### config.mk
export PLATFORM = sky130hd
export DESIGN_NAME = serial_divisibility_controller
export DESIGN_NICKNAME = d
export VERILOG_FILES = /design/src/rtl/serial_divisibility_pkg.sv /design/src/rtl/serial_divisibility_controller_serial_remainder_fsm.sv /design/src/rtl/serial_divisibility_controller.sv
export SDC_FILE = /design/constraint.sdc
export NUM_CORES = 1
export LEC_CHECK = 0
export ABC_AREA = 1
export BUFFER_PORTS_ARGS = -buffer_cell sky130_fd_sc_hd__buf_2
export CAP_MARGIN = 5
export CORE_MARGIN = 3
export CORE_UTILIZATION = 53
export DETAILED_ROUTE_END_ITERATION = 6
export PLACE_DENSITY = 0.75
export SETUP_SLACK_MARGIN = 0.3
export SYNTH_ARGS = -nofsm -noshare
export SYNTH_HDL_FRONTEND = slang
export SYNTH_SLANG_ARGS = --single-unit
### constraint.sdc
create_clock -name clk -period 2.95 [get_ports clk]
set_input_delay 0.295 -clock clk [delete_from_list [all_inputs] [get_ports clk]]
set_output_delay 0.295 -clock clk [all_outputs]
set_load 0.05 [all_outputs]
### src/rtl/serial_divisibility_pkg.sv
// Shared types and default sizes for the serial divisibility controller.
package serial_divisibility_pkg;

    localparam int DEFAULT_WIDTH = 8;
    localparam int DEFAULT_DIV_W = 4;

    typedef enum logic [1:0] {
        IDLE  = 2'd0,
        SHIFT = 2'd1,
        DONE  = 2'd2
    } state_t;

endpackage

### src/rtl/serial_divisibility_controller_serial_remainder_fsm.sv
// Running remainder of a bit-serial operand, one conditional subtract per bit.
module serial_remainder_fsm #(
    parameter int DIV_W = 4
) (
    input  logic             clk,
    input  logic             rst,
    input  logic             clear,
    input  logic             enable,
    input  logic             new_bit,
    input  logic [DIV_W-1:0] divisor,
    output logic [DIV_W-1:0] remainder
);

    logic [DIV_W:0] t;

    assign t = {remainder, new_bit};

    // remainder < divisor keeps t below 2*divisor, so one subtract is enough;
    // a zero divisor pins the remainder at 0.
    always_ff @(posedge clk) begin
        if (rst || clear) begin
            remainder <= '0;
        end else if (enable) begin
            if (divisor == '0) begin
                remainder <= '0;
            end else if (t >= {1'b0, divisor}) begin
                remainder <= DIV_W'(t - {1'b0, divisor});
            end else begin
                remainder <= t[DIV_W-1:0];
            end
        end
    end

endmodule

### src/rtl/serial_divisibility_controller.sv
// Handshaked controller: accepts an operand/divisor pair, shifts the operand
// MSB first through the remainder engine and presents the verdict.
module serial_divisibility_controller
    import serial_divisibility_pkg::*;
#(
    parameter int WIDTH = DEFAULT_WIDTH,
    parameter int DIV_W = DEFAULT_DIV_W
) (
    input  logic             clk,
    input  logic             rst,
    input  logic             in_valid,
    output logic             in_ready,
    input  logic [WIDTH-1:0] in_data,
    input  logic [DIV_W-1:0] in_divisor,
    output logic             out_valid,
    input  logic             out_ready,
    output logic             out_divisible,
    output logic [DIV_W-1:0] out_remainder,
    output logic             out_error,
    output logic             busy
);

    localparam int CNT_W = $clog2(WIDTH);

    state_t             state;
    logic [WIDTH-1:0]   shift_reg;
    logic [CNT_W-1:0]   count;
    logic [DIV_W-1:0]   div_reg;
    logic [DIV_W-1:0]   remainder;
    logic               rem_clear;
    logic               rem_enable;

    assign rem_clear  = (state == IDLE) && in_valid;
    assign rem_enable = (state == SHIFT);

    serial_remainder_fsm #(
        .DIV_W (DIV_W)
    ) u_remainder (
        .clk       (clk),
        .rst       (rst),
        .clear     (rem_clear),
        .enable    (rem_enable),
        .new_bit   (shift_reg[WIDTH-1]),
        .divisor   (div_reg),
        .remainder (remainder)
    );

    // out_valid rises one cycle after entering DONE, so results appear
    // WIDTH+1 edges after acceptance; the remainder is frozen outside SHIFT.
    always_ff @(posedge clk) begin
        if (rst) begin
            state     <= IDLE;
            shift_reg <= '0;
            count     <= '0;
            div_reg   <= '0;
            in_ready  <= 1'b1;
            out_valid <= 1'b0;
            busy      <= 1'b0;
        end else begin
            case (state)
                IDLE: begin
                    if (in_valid) begin
                        shift_reg <= in_data;
                        div_reg   <= in_divisor;
                        count     <= CNT_W'(WIDTH - 1);
                        state     <= SHIFT;
                        in_ready  <= 1'b0;
                        busy      <= 1'b1;
                    end
                end
                SHIFT: begin
                    shift_reg <= {shift_reg[WIDTH-2:0], 1'b0};
                    count     <= count - 1'b1;
                    if (count == '0) begin
                        state <= DONE;
                    end
                end
                DONE: begin
                    if (out_valid && out_ready) begin
                        state     <= IDLE;
                        out_valid <= 1'b0;
                        in_ready  <= 1'b1;
                        busy      <= 1'b0;
                    end else begin
                        out_valid <= 1'b1;
                    end
                end
                default: begin
                    state     <= IDLE;
                    in_ready  <= 1'b1;
                    out_valid <= 1'b0;
                    busy      <= 1'b0;
                end
            endcase
        end
    end

    assign out_remainder = out_valid ? remainder : '0;
    assign out_error     = out_valid && (div_reg == '0);
    assign out_divisible = out_valid && (div_reg != '0) && (remainder == '0);

endmodule

==> flow_metrics.py <==
metrics = {
    "run_status": {
        "status": "finished clean",
    },
    "drt": {
        "viasPerCell": 5.14,
        "num_vias": 1161,
        "ant_nets": 0,
        "first_pass_iters": 4,
        "routed_wl_mm": 2.74,
        "wire_per_inst_um": 12.1,
        "first_iter_violations": 39,
        "post-route-drc-count": 0,
    },
    "layout": {
        "area_growth_pct": 14.1,
        "fin_util_pct": 67.7,
        "nets": 223,
        "drive_gt1_share_pct": 19.6,
        "diodes": 0,
        "largest_reg_flops": 8,
        "fin_area_um2": 1410,
    },
    "logic_synthesis": {
        "ys.flop_type": "dfxtp_1",
        "post-synth-top-area-fraction_pct": 38.9,
        "syn_inst": 174,
        "synthArstFlopShare_pct": 0,
        "ys_seq_area_share_pct": 38.9,
        "ys_top_cells_by_area": "dfxtp_1 39%, nand2_1 15%, inv_1 8.2%",
        "syn_nets": 197,
        "yosysTopAreaCell": "dfxtp_1",
        "synth_top_cells_by_count": "51 x nand2_1, 27 x inv_1, 24 x dfxtp_1",
        "yosysMostFrequentCell": "nand2_1",
        "yosysWarnings": 0,
        "syn_avg_cell_area_um2": 7.10,
        "ys_ff_latch": 24,
        "synth.distinct_cells": 25,
        "synth_edf_count": 0,
        "synth_area_um2": 1240,
    },
    "worst_setup_path": {
        "crit_arrival_ns": 1.46,
        "critPathLaunchType": "flip-flop",
        "critPathCaptureType": "output pin",
        "cp.required_ns": 2.65,
        "cpMaxStageDelayCell": "dfxtp_1",
        "critPathKind": "flip-flop to output pin",
        "max_stage_delay_ns": 0.51,
        "cp_cell_sequence": "inv_1 > nor4_2 > buf_2",
        "path_max_fanout": 8,
    },
    "timing": {
        "slew_viol_final": 0,
        "hold_slack_ns": 0.171,
        "tns_ns": 0,
        "fin_skew_ns": 0.00580,
        "hold_viol": 0,
        "layout_setup_ws_ns": 1.19,
        "slew_headroom_pct": 78.7,
        "rsz0062_at_grt": "no",
        "fmax_ghz": 0.569,
        "fin_crit_sh_pct": 59.6,
        "worst_pin_slew_ns": 0.311,
        "timing.final.crit_period_ns": 1.76,
        "finalSetupViolCount": 0,
    },
    "power_and_ir_drop": {
        "leakagePower_nw": 0.706,
        "clockPowerShare_pct": 14.4,
        "internal_power_uw": 672,
        "peakVddDrop_uv": 467,
        "seq_power_share_pct": 39.3,
        "power_density_nw_per_um2": 857,
        "power_frac_comb_pct": 46.3,
        "power.switching_uw": 537,
        "switching_share_pct": 44.4,
    },
    "clock_tree": {
        "post-cts-setup-buffer-count": 0,
        "htreeDepth": 1,
        "clk_path_buf_depth": 2,
        "cts_tree": "yes",
        "cts.reportedPaths.clkPinSlew_ns": 0.13,
        "cts_made_buffers": 3,
        "insertion_delay_ns": 0.32,
        "clock_sinks": 24,
        "root_buffer": "clkbuf_4",
        "cts_resized": 0,
        "cts_hold_buf": 0,
    },
    "floorplanning": {
        "initial_core_util_pct": 59.4,
        "dieArea_um2": 2950,
        "fp.dieW_um": 54.3,
        "rows": 16,
        "die_y_um": 54.3,
        "io_pins": 25,
        "core_area_um2": 2080,
    },
    "global_routing": {
        "grt_pass1_wl_mm": 4.60,
        "antenna_found_initial": 0,
        "grt_max_degree": 18,
        "grt_pass1_vias": 1069,
        "gr-total-overflow": 0,
        "track_usage_pct": 21.7,
    },
    "placement": {
        "placed_cell_area_um2": 1370,
        "dp_slack_ns": 1.43,
        "gp_congestion": 0.836,
        "hpwl_mm": 2.18,
        "io_buffers": 24,
    },
    "min_path": {
        "hold_path_class": "primary input to flip-flop",
    },
    "flow_run": {
        "max-cap-violations": 0,
    },
}
-- worst paths after layout --
kind	cells past startpoint	endpoint	slack, ns	from
max	3	out_divisible	1.19	out_valid$_SDFFE_PP0N_
min	3	div_reg[2]$_SDFFE_PP0P_	0.17	in_divisor[2]
max reg2reg	9	u_remainder.remainder[0]$_SDFFE_PP0P_	1.40	div_reg[2]$_SDFFE_PP0P_
min reg2reg	2	count[2]$_SDFFE_PP0P_	0.48	count[2]$_SDFFE_PP0P_
-- stage by stage --
stage | cells | power (mW)
finish | 226 | 1.21
global route | 226 | 1.32
CTS | 226 | 1.22
detailed placement | 222 | 1.04
global placement | 222 | 1.02
floorplan | 174 | 0.933
-- routing by layer --
layer | wire, um | track usage (%) | part of all wire (%)
met1 | 1210 | 26.1 | 44
met2 | 1290 | 37.5 | 47
met3 | 196 | 4.36 | 7.2
met4 | 41 | 8.71 | 1.5
met5 | 0 | 0 | 0
-- cell families after synthesis --
family,count (synthesis),share of synthesized area (%)
buffers and inverters,31,10.3
adders and majority gates,7,7.69
DFF,24,38.9
and+or+nand+nor,79,27.4
xor gates and xnor gates,1,0.709
AOI/OAI and AO/OA,32,15.0
-- power by group through the flow --
stage | combinational, mW | sequential [mW] | clock (mW)
floorplan | 0.431 | 0.502 | 0
global placement | 0.545 | 0.476 | 0
detailed placement | 0.560 | 0.482 | 0
CTS | 0.562 | 0.474 | 0.184
global route | 0.643 | 0.484 | 0.192
finish | 0.560 | 0.474 | 0.174
-- cells in the final DEF (no fill, tap or decap), drive strengths merged --
cell type  count
a2111oi        1
a21oi          9
a31oi          7
a32o           1
buf           24
clkbuf         4
dfxtp         24
fa             1
ha             6
inv           28
nand2         56
nand3         12
nand4          1
nor2           9
nor4           1
o21ai         14
xor2           1
-- area by class of cell --
cell class	count	area, um2
clock buffers	4	36.3
fillers	198	672
well taps	27	33.8
flip-flops and latches	24	480
inverters	28	105
repair buffers	24	120
multi-input cells	119	634
-- critical path, delay by kind of cell (launching register included) --
| kind | cells | cell delay, ns |
|---|---|---|
| buffers and inverters | 2 | 0.40 |
| and+or+nand+nor | 1 | 0.23 |
| DFF | 1 | 0.51 |
Note: power is estimated with default switching activity, not from simulation.
